## src/rtl/rob_multi_retire.sv

```systemverilog
// rob_multi_retire
//   Reorder buffer with a configurable depth. Dispatch allocates one entry per
//   cycle at the tail. NUM_WB completion ports mark entries done by tag. Up to
//   RETIRE_W of the oldest contiguous done entries retire each cycle, and each
//   retiring entry hands its pd_old back to the rename free list. A branch
//   mispredict squashes every entry younger than the branch. A one-cycle flush
//   pulse then reports the branch tag.
//
// Optional feature: define ROB_STATS_EN to add the saturating counters
//   stat_retired and stat_flushes.
//
// Ports
//   clk, reset          clock; synchronous active-high reset
//   alloc_valid/ready   dispatch handshake (ready = !full && !mispredict)
//   alloc_pd_new        new destination preg (rename keeps it; not stored here)
//   alloc_pd_old        previous mapping, freed when the entry retires
//   alloc_has_dest      entry writes a register
//   alloc_pc            instruction PC
//   alloc_tag           tag given to the allocating instruction (tail)
//   wb_valid/wb_tag     per-port completion strobe and tag
//   br_mispredict/tag   mispredict report from the branch unit
//   mispredict(_tag)    registered flush pulse and its branch tag
//   retire_*            per-slot retire group; valid bits contiguous from bit 0
//   head, count         oldest tag, number of occupied entries
//   full, empty         count==DEPTH, count==0
//   stat_retired        (ROB_STATS_EN) total retired instructions, saturating
//   stat_flushes        (ROB_STATS_EN) total flush pulses, saturating
module rob_multi_retire #(
  parameter int unsigned DEPTH    = 32,
  parameter int unsigned TAG_W    = $clog2(DEPTH),
  parameter int unsigned PREG_W   = 7,
  parameter int unsigned NUM_WB   = 4,
  parameter int unsigned RETIRE_W = 2
) (
  input  logic                       clk,
  input  logic                       reset,
  input  logic                       alloc_valid,
  output logic                       alloc_ready,
  input  logic [PREG_W-1:0]          alloc_pd_new,
  input  logic [PREG_W-1:0]          alloc_pd_old,
  input  logic                       alloc_has_dest,
  input  logic [31:0]                alloc_pc,
  output logic [TAG_W-1:0]           alloc_tag,
  input  logic [NUM_WB-1:0]          wb_valid,
  input  logic [NUM_WB*TAG_W-1:0]    wb_tag,
  input  logic                       br_mispredict,
  input  logic [TAG_W-1:0]           br_tag,
  output logic                       mispredict,
  output logic [TAG_W-1:0]           mispredict_tag,
  output logic [RETIRE_W-1:0]        retire_valid,
  output logic [RETIRE_W-1:0]        retire_has_dest,
  output logic [RETIRE_W*PREG_W-1:0] retire_pd_old,
  output logic [RETIRE_W*32-1:0]     retire_pc,
  output logic [TAG_W-1:0]           head,
  output logic [TAG_W:0]             count,
  output logic                       full,
  output logic                       empty
`ifdef ROB_STATS_EN
  ,
  output logic [31:0]                stat_retired,
  output logic [15:0]                stat_flushes
`endif
);

  localparam int unsigned CNT_W = TAG_W + 1;

  logic [TAG_W-1:0]  head_q, head_d;
  logic [TAG_W-1:0]  tail_q, tail_d;
  logic [CNT_W-1:0]  count_q, count_d;
  logic [DEPTH-1:0]  done_q, done_d;
  logic              mispredict_q, mispredict_d;
  logic [TAG_W-1:0]  mis_tag_q, mis_tag_d;

  logic [PREG_W-1:0] pd_old_q   [DEPTH];
  logic              has_dest_q [DEPTH];
  logic [31:0]       pc_q       [DEPTH];

  logic              alloc_fire;
  logic              flush_accept;
  logic              br_live;
  logic [TAG_W-1:0]  br_age;
  logic [TAG_W-1:0]  mis_age;
  logic [RETIRE_W-1:0] ret_valid;
  logic [CNT_W-1:0]  n_ret;
  logic              run;
  logic [TAG_W-1:0]  slot_tag [RETIRE_W];
  logic [TAG_W-1:0]  wb_tag_a [NUM_WB];

  // Rename keeps the new mapping itself. The ROB needs only pd_old.
  logic unused_pd_new;
  assign unused_pd_new = ^alloc_pd_new;

  // Age relative to head. The modulo-DEPTH wrap comes from the TAG_W-bit subtraction.
  function automatic logic [TAG_W-1:0] age_of(input logic [TAG_W-1:0] t,
                                               input logic [TAG_W-1:0] h);
    return t - h;
  endfunction

  function automatic logic is_live(input logic [TAG_W-1:0] t,
                                   input logic [TAG_W-1:0] h,
                                   input logic [CNT_W-1:0] c);
    return {1'b0, age_of(t, h)} < c;
  endfunction

  for (genvar w = 0; w < NUM_WB; w++) begin : g_wb
    assign wb_tag_a[w] = wb_tag[w*TAG_W +: TAG_W];
  end

  // Allocation decision uses registered count only; a retire in the same
  // cycle does not free a slot for the allocating instruction.
  assign alloc_ready = (count_q != CNT_W'(DEPTH)) && !mispredict_q;
  assign alloc_fire  = alloc_valid && alloc_ready;

  assign br_age  = age_of(br_tag, head_q);
  assign mis_age = age_of(mis_tag_q, head_q);
  assign br_live = {1'b0, br_age} < count_q;

  // While a flush pulse is outstanding, only a strictly older branch may
  // replace the one being recovered.
  assign flush_accept = br_mispredict && br_live &&
                        (!mispredict_q || (br_age < mis_age));

  // Retire group: contiguous done entries from head. When a flush is being
  // captured this cycle, the group stops at the branch itself.
  always_comb begin
    ret_valid = '0;
    n_ret     = '0;
    run       = 1'b1;
    for (int unsigned k = 0; k < RETIRE_W; k++) begin
      if (run && (CNT_W'(k) < count_q) && done_q[slot_tag[k]] &&
          (!flush_accept || (TAG_W'(k) <= br_age))) begin
        ret_valid[k] = 1'b1;
        n_ret        = n_ret + CNT_W'(1);
      end else begin
        run = 1'b0;
      end
    end
  end

  // Next-state logic. A squash overrides the normal tail and count update.
  // An allocation in the capture cycle is younger than the branch, so the
  // squash discards it.
  always_comb begin
    head_d       = head_q + TAG_W'(n_ret);
    tail_d       = tail_q;
    count_d      = count_q;
    done_d       = done_q;
    mispredict_d = flush_accept;
    mis_tag_d    = mis_tag_q;

    for (int unsigned w = 0; w < NUM_WB; w++) begin
      if (wb_valid[w] && is_live(wb_tag_a[w], head_q, count_q)) begin
        done_d[wb_tag_a[w]] = 1'b1;
      end
    end

    if (alloc_fire) begin
      done_d[tail_q] = 1'b0;
    end

    if (flush_accept) begin
      tail_d    = br_tag + TAG_W'(1);
      count_d   = {1'b0, br_age} + CNT_W'(1) - n_ret;
      mis_tag_d = br_tag;
      for (int unsigned i = 0; i < DEPTH; i++) begin
        if (is_live(TAG_W'(i), head_q, count_q) &&
            (age_of(TAG_W'(i), head_q) > br_age)) begin
          done_d[i] = 1'b0;
        end
      end
    end else begin
      tail_d  = tail_q + TAG_W'(alloc_fire);
      count_d = count_q + CNT_W'(alloc_fire) - n_ret;
    end
  end

  always_ff @(posedge clk) begin
    if (reset) begin
      head_q       <= '0;
      tail_q       <= '0;
      count_q      <= '0;
      done_q       <= '0;
      mispredict_q <= 1'b0;
      mis_tag_q    <= '0;
    end else begin
      head_q       <= head_d;
      tail_q       <= tail_d;
      count_q      <= count_d;
      done_q       <= done_d;
      mispredict_q <= mispredict_d;
      mis_tag_q    <= mis_tag_d;
    end
  end

  // Payload storage. Entries are only read while live, so no reset is needed.
  always_ff @(posedge clk) begin
    if (alloc_fire) begin
      pd_old_q[tail_q]   <= alloc_pd_old;
      has_dest_q[tail_q] <= alloc_has_dest;
      pc_q[tail_q]       <= alloc_pc;
    end
  end

  for (genvar k = 0; k < RETIRE_W; k++) begin : g_slot
    assign slot_tag[k]                           = head_q + TAG_W'(k);
    assign retire_pd_old[k*PREG_W +: PREG_W]     = pd_old_q[slot_tag[k]];
    assign retire_has_dest[k]                    = has_dest_q[slot_tag[k]];
    assign retire_pc[k*32 +: 32]                 = pc_q[slot_tag[k]];
  end

  assign retire_valid   = ret_valid;
  assign alloc_tag      = tail_q;
  assign head           = head_q;
  assign count          = count_q;
  assign full           = (count_q == CNT_W'(DEPTH));
  assign empty          = (count_q == '0);
  assign mispredict     = mispredict_q;
  assign mispredict_tag = mis_tag_q;

`ifdef ROB_STATS_EN
  logic [31:0] stat_retired_q;
  logic [15:0] stat_flushes_q;
  logic [32:0] ret_sum;

  assign ret_sum = {1'b0, stat_retired_q} + 33'(n_ret);

  always_ff @(posedge clk) begin
    if (reset) begin
      stat_retired_q <= '0;
      stat_flushes_q <= '0;
    end else begin
      stat_retired_q <= ret_sum[32] ? '1 : ret_sum[31:0];
      if (mispredict_q && (stat_flushes_q != '1)) begin
        stat_flushes_q <= stat_flushes_q + 16'd1;
      end
    end
  end

  assign stat_retired = stat_retired_q;
  assign stat_flushes = stat_flushes_q;
`endif

endmodule

```

## config.mk

```make
export PLATFORM = sky130hd
export DESIGN_NAME = rob_multi_retire
export DESIGN_NICKNAME = d
export VERILOG_FILES = /design/src/rtl/rob_multi_retire.sv
export SDC_FILE = /design/constraint.sdc
export NUM_CORES = 2
export LEC_CHECK = 0
export CAP_MARGIN = 20
export CORE_MARGIN = 1
export CORE_UTILIZATION = 45
export CTS_BUF_LIST = sky130_fd_sc_hd__clkbuf_8 sky130_fd_sc_hd__clkbuf_16
export CTS_CLUSTER_DIAMETER = 100
export DETAILED_ROUTE_END_ITERATION = 12
export HOLD_SLACK_MARGIN = 0.08
export PLACE_DENSITY = 0.59
export SYNTH_ARGS = -nofsm -noshare
export SYNTH_HDL_FRONTEND = slang
export SYNTH_SLANG_ARGS = --single-unit
export TNS_END_PERCENT = 1
```

## constraint.sdc

```tcl
create_clock -name clk -period 11.3 [get_ports clk]
set_input_delay 2.825 -clock clk [delete_from_list [all_inputs] [get_ports clk]]
set_output_delay 2.825 -clock clk [all_outputs]
set_load 0.01 [all_outputs]
```

==> run_results.csv <==
group,metric,value,unit
place,globalplace.congestion,0.908,
routing,drtIter0Drc,4645,
cts,cts-root-buf,"clkbuf_16",
timing,relSlewSlack,17.3,%
critical_path,crit_start,"br_tag[0]",
worst_hold_path,hp-class,"flop to flop",
timing,timing.final.crit_share,90.0,%
cells_and_area,drive_gt1_share,29.4,%
cells_and_area,final-instance-count-excl-fill,6044,
critical_path,setup.worst_path.end_class,"output port",
cts,cts_post_setup_buffers_inserted,0,
synthesis,yosysSeqAreaShare,58.2,%
synthesis,netlist_instances,3729,
routing,drt-wirelength-per-cell,34.2,um
timing,post-route-worst-setup-slack,1.12,ns
global_routing,grt_max_degree,146,
power_and_ir_drop,p_comb_share,34.9,%
global_routing,use_met3,4.83,%
cells_and_area,fillers,11900,
power_and_ir_drop,seqPwrFrac,36.3,%
routing,drc_errors,0,
power_and_ir_drop,p_switching,5.03,mW
place,dp_cells,5779,
place,place_ws,1.16,ns
synthesis,syn_avg_cell_area,18.2,um^2
routing,ant_nets,0,
timing,rsz0062_at_grt,"false",
power_and_ir_drop,netSwitchingFraction,31.1,%
synthesis,synth_warnings,0,
timing,clock.fmax,98.3,MHz
synthesis,synth_nets,3991,
global_routing,track_usage,27.2,%
cells_and_area,areaGrowthSynthToFinish,13.1,%
power_and_ir_drop,power.leakage,24.3,nW
floorplan,start_util,45.3,%
critical_path,cp.required,8.48,ns
cts,cts.clk_slew.worst_paths,0.05,ns
global_routing,antenna_found_initial,11,
critical_path,cp_slowest_cell,"clkdlybuf4s50_1",
timing,drv_slew,0,
timing,tns,0,ns
cells_and_area,final_common_cell,"edfxtp_1",
routing,drt_pass1_iterations,6,
floorplan,core-area,150000,um^2
global_routing,grt_use_met2,42.2,%
status,status,"finished, final reports clean",
floorplan,die_y,390,um
global_routing,grt_pass1_wl,293000,um
cts,clock_latency,0.79,ns
critical_path,path_delay_family,"buffers and inverters",
worst_hold_path,whs_endpoint,"mispredict_tag[0]$_SDFFE_PP0N_",
cts,ctsLongestPathBuffers,3,
critical_path,path_cells,"clkdlybuf4s50_1 > inv_1 > ha_1 > inv_1 > fa_1 > a21o_1 > a21oi_1 > xnor3_1 > inv_1 > buf_4 > ha_1 > nor2_1 > nand2_1 > a21oi_1 > a22oi_1 > buf_4 > nor3_4 > a211oi_1 > clkdlybuf4s50_1",
critical_path,slowest_delay,0.62,ns
place,dp_hpwl,114000,um
global_routing,grt_busiest_layer,"met2",
critical_path,timing.rr.start,"head[1]$_SDFF_PP0_",
power_and_ir_drop,internal-power,11.1,mW
power_and_ir_drop,clockPowerShare,28.8,%
global_routing,grt_pass1_vias,39700,
critical_path,critPathMaxFanout,13,
global_routing,use_met1,39.4,%
critical_path,cp_num_buf_inv,7,
floorplan,die_x,390,um
job,drv_cap,0,
timing,setup_viol,0,
cts,ctsHoldBuffers,0,
synthesis,synth-async-reset-ratio,0,%
floorplan,io_pins,187,
timing,fin_skew,0.0264,ns
worst_hold_path,min-delay-start,"mispredict_tag[0]$_SDFFE_PP0N_",
critical_path,critical_path_class,"input pin to output port",
cells_and_area,final_cell_mix,"edfxtp_1 (1280), mux4_2 (794), nand2_1 (274), clkdlybuf4s50_1 (178), ha_1 (172)",
critical_path,start_kind,"input pin",
synthesis,synth_area,67900,um^2
critical_path,r2r_end,"count[5]$_SDFF_PP0_",
synthesis,synth.distinct_cells,88,
critical_path,r2r_cells,18,
critical_path,rrSetupSlack,4.56,ns
cts,h-tree-depth,4,
worst_hold_path,whs_path_depth,2,
place,portBuffers,179,
global_routing,gr-total-overflow,0,
cts,cts.sinks,1334,
cells_and_area,fin_nets,4175,
timing,layout_min_cycle_time,10.18,ns
floorplan,die_area,152000,um^2
cts,numCtsBuffers,146,
power_and_ir_drop,worst_ir_drop_vdd,0.172,mV
routing,num_vias,40400,
cts,cts_tree,"yes",
synthesis,ys_ff_latch,1334,
timing,worstMarginPinSlew,1.24,ns
synthesis,synth-main-ff-cell,"edfxtp_1",
cts,cts.repair.resized,0,
synthesis,synth_edf_count,1280,
critical_path,arrival,7.35,ns
power_and_ir_drop,p_per_area,211,nW/um^2
floorplan,rows,142,
routing,wl,206000,um
critical_path,cpMostUsedCell,"inv_1",
routing,routed_via_density,6.68,
timing,hold_viol,0,
-- cells by family (layout without fill, tap and decap cells) --
family                   count (synthesis)  after routing  synth area share (%)
AO/OA/AOI/OAI                          400            400                  4.27
XOR/XNOR                                65             65                 0.886
adder cells (fa/ha/maj)                186            186                  3.51
buffers and inverters                  333            629                  2.25
flip-flops                            1334           1334                  58.2
multiplexers                           845            845                  27.1
other                                    0              3                     0
AND/OR/NAND/NOR                        566            566                  3.80
-- layout make-up --
class,count,area (um^2),share of cell area [%]
Clock inverter,111,883,1.15
Timing Repair Buffer,280,2670,3.48
Sequential cell,1334,39500,51.5
Inverter,89,345,0.449
Tap cell,2016,2520,3.28
Multi-Input combinational cell,2062,27100,35.3
Antenna cell,3,7.51,0.00977
Clock buffer,149,3730,4.85
-- cells in the mapped netlist, types with 26 or more instances --
cell type | instances | area, um^2
a221oi_1 | 29 | 254
xnor2_1 | 51 | 447
clkbuf_1 | 61 | 229
inv_1 | 85 | 319
buf_2 | 101 | 505
o22ai_1 | 27 | 169
mux2i_1 | 45 | 450
mux4_2 | 794 | 17900
buf_4 | 26 | 195
buf_1 | 49 | 184
a21oi_1 | 91 | 455
o21ai_0 | 26 | 130
nor2_1 | 116 | 435
ha_1 | 173 | 2160
nand2_1 | 274 | 1030
dfxtp_1 | 54 | 1080
edfxtp_1 | 1280 | 38400
-- state kept, by name, summed over array words and instances, names as in the netlist --
| register | count |
|---|---|
| mispredict_tag | 5 |
| pc_q | 1024 |
| head | 5 |
| alloc_tag | 5 |
| mispredict | 1 |
| pd_old_q | 224 |
| done_q | 32 |
| has_dest_q | 32 |
| count | 6 |
-- through the flow --
stage | hold WS, ns | instance area (um^2) | power [mW] | utilization, %
after floorplan | 0.505 | 67900 | 9.88 | -
after global placement | 0.494 | 72100 | 11.6 | 48.2
after detailed placement | 0.490 | 72200 | 11.6 | 48.2
after CTS | 0.500 | 76800 | 16.3 | 51.3
after global routing | 0.540 | 76800 | 16.8 | 51.3
final | 0.504 | 76800 | 16.2 | 51.3
-- worst max path at each step --
| stage | end | slack (ns) | depth (start not counted) |
|---|---|---|---|
| 4_1_cts | retire_valid[1] | 1.14 | 19 |
| 5_1_grt | retire_valid[1] | 0.90 | 19 |
| 3_5_place_dp | retire_valid[1] | 1.16 | 19 |
| 3_3_place_gp | retire_valid[1] | 1.10 | 19 |
| 2_1_floorplan | retire_valid[1] | 2.49 | 15 |
| 6_report | retire_valid[1] | 1.12 | 19 |
-- worst min-delay path, stage by stage, from the launching register on --
cell     delay, ns
dfxtp_1       0.32
o31ai_1       0.07
a21oi_1       0.06
-- power groups by stage --
stage	combinational (mW)	clock, mW	sequential, mW
2_1_floorplan	3.99	0	5.89
3_3_place_gp	5.64	0	5.96
3_5_place_dp	5.66	0	5.97
4_1_cts	5.69	4.71	5.87
5_1_grt	6.06	4.89	5.90
6_report	5.65	4.65	5.87
-- layer usage --
layer | wire length, um | vias up | part of all wire [%]
li1 | - | 16200 | -
met1 | 85100 | 21700 | 41
met2 | 96400 | 2088 | 47
met3 | 18700 | 337 | 9.1
met4 | 6150 | 6 | 3.0
met5 | 45 | - | 0.022
(Power assumes the default switching activity.)
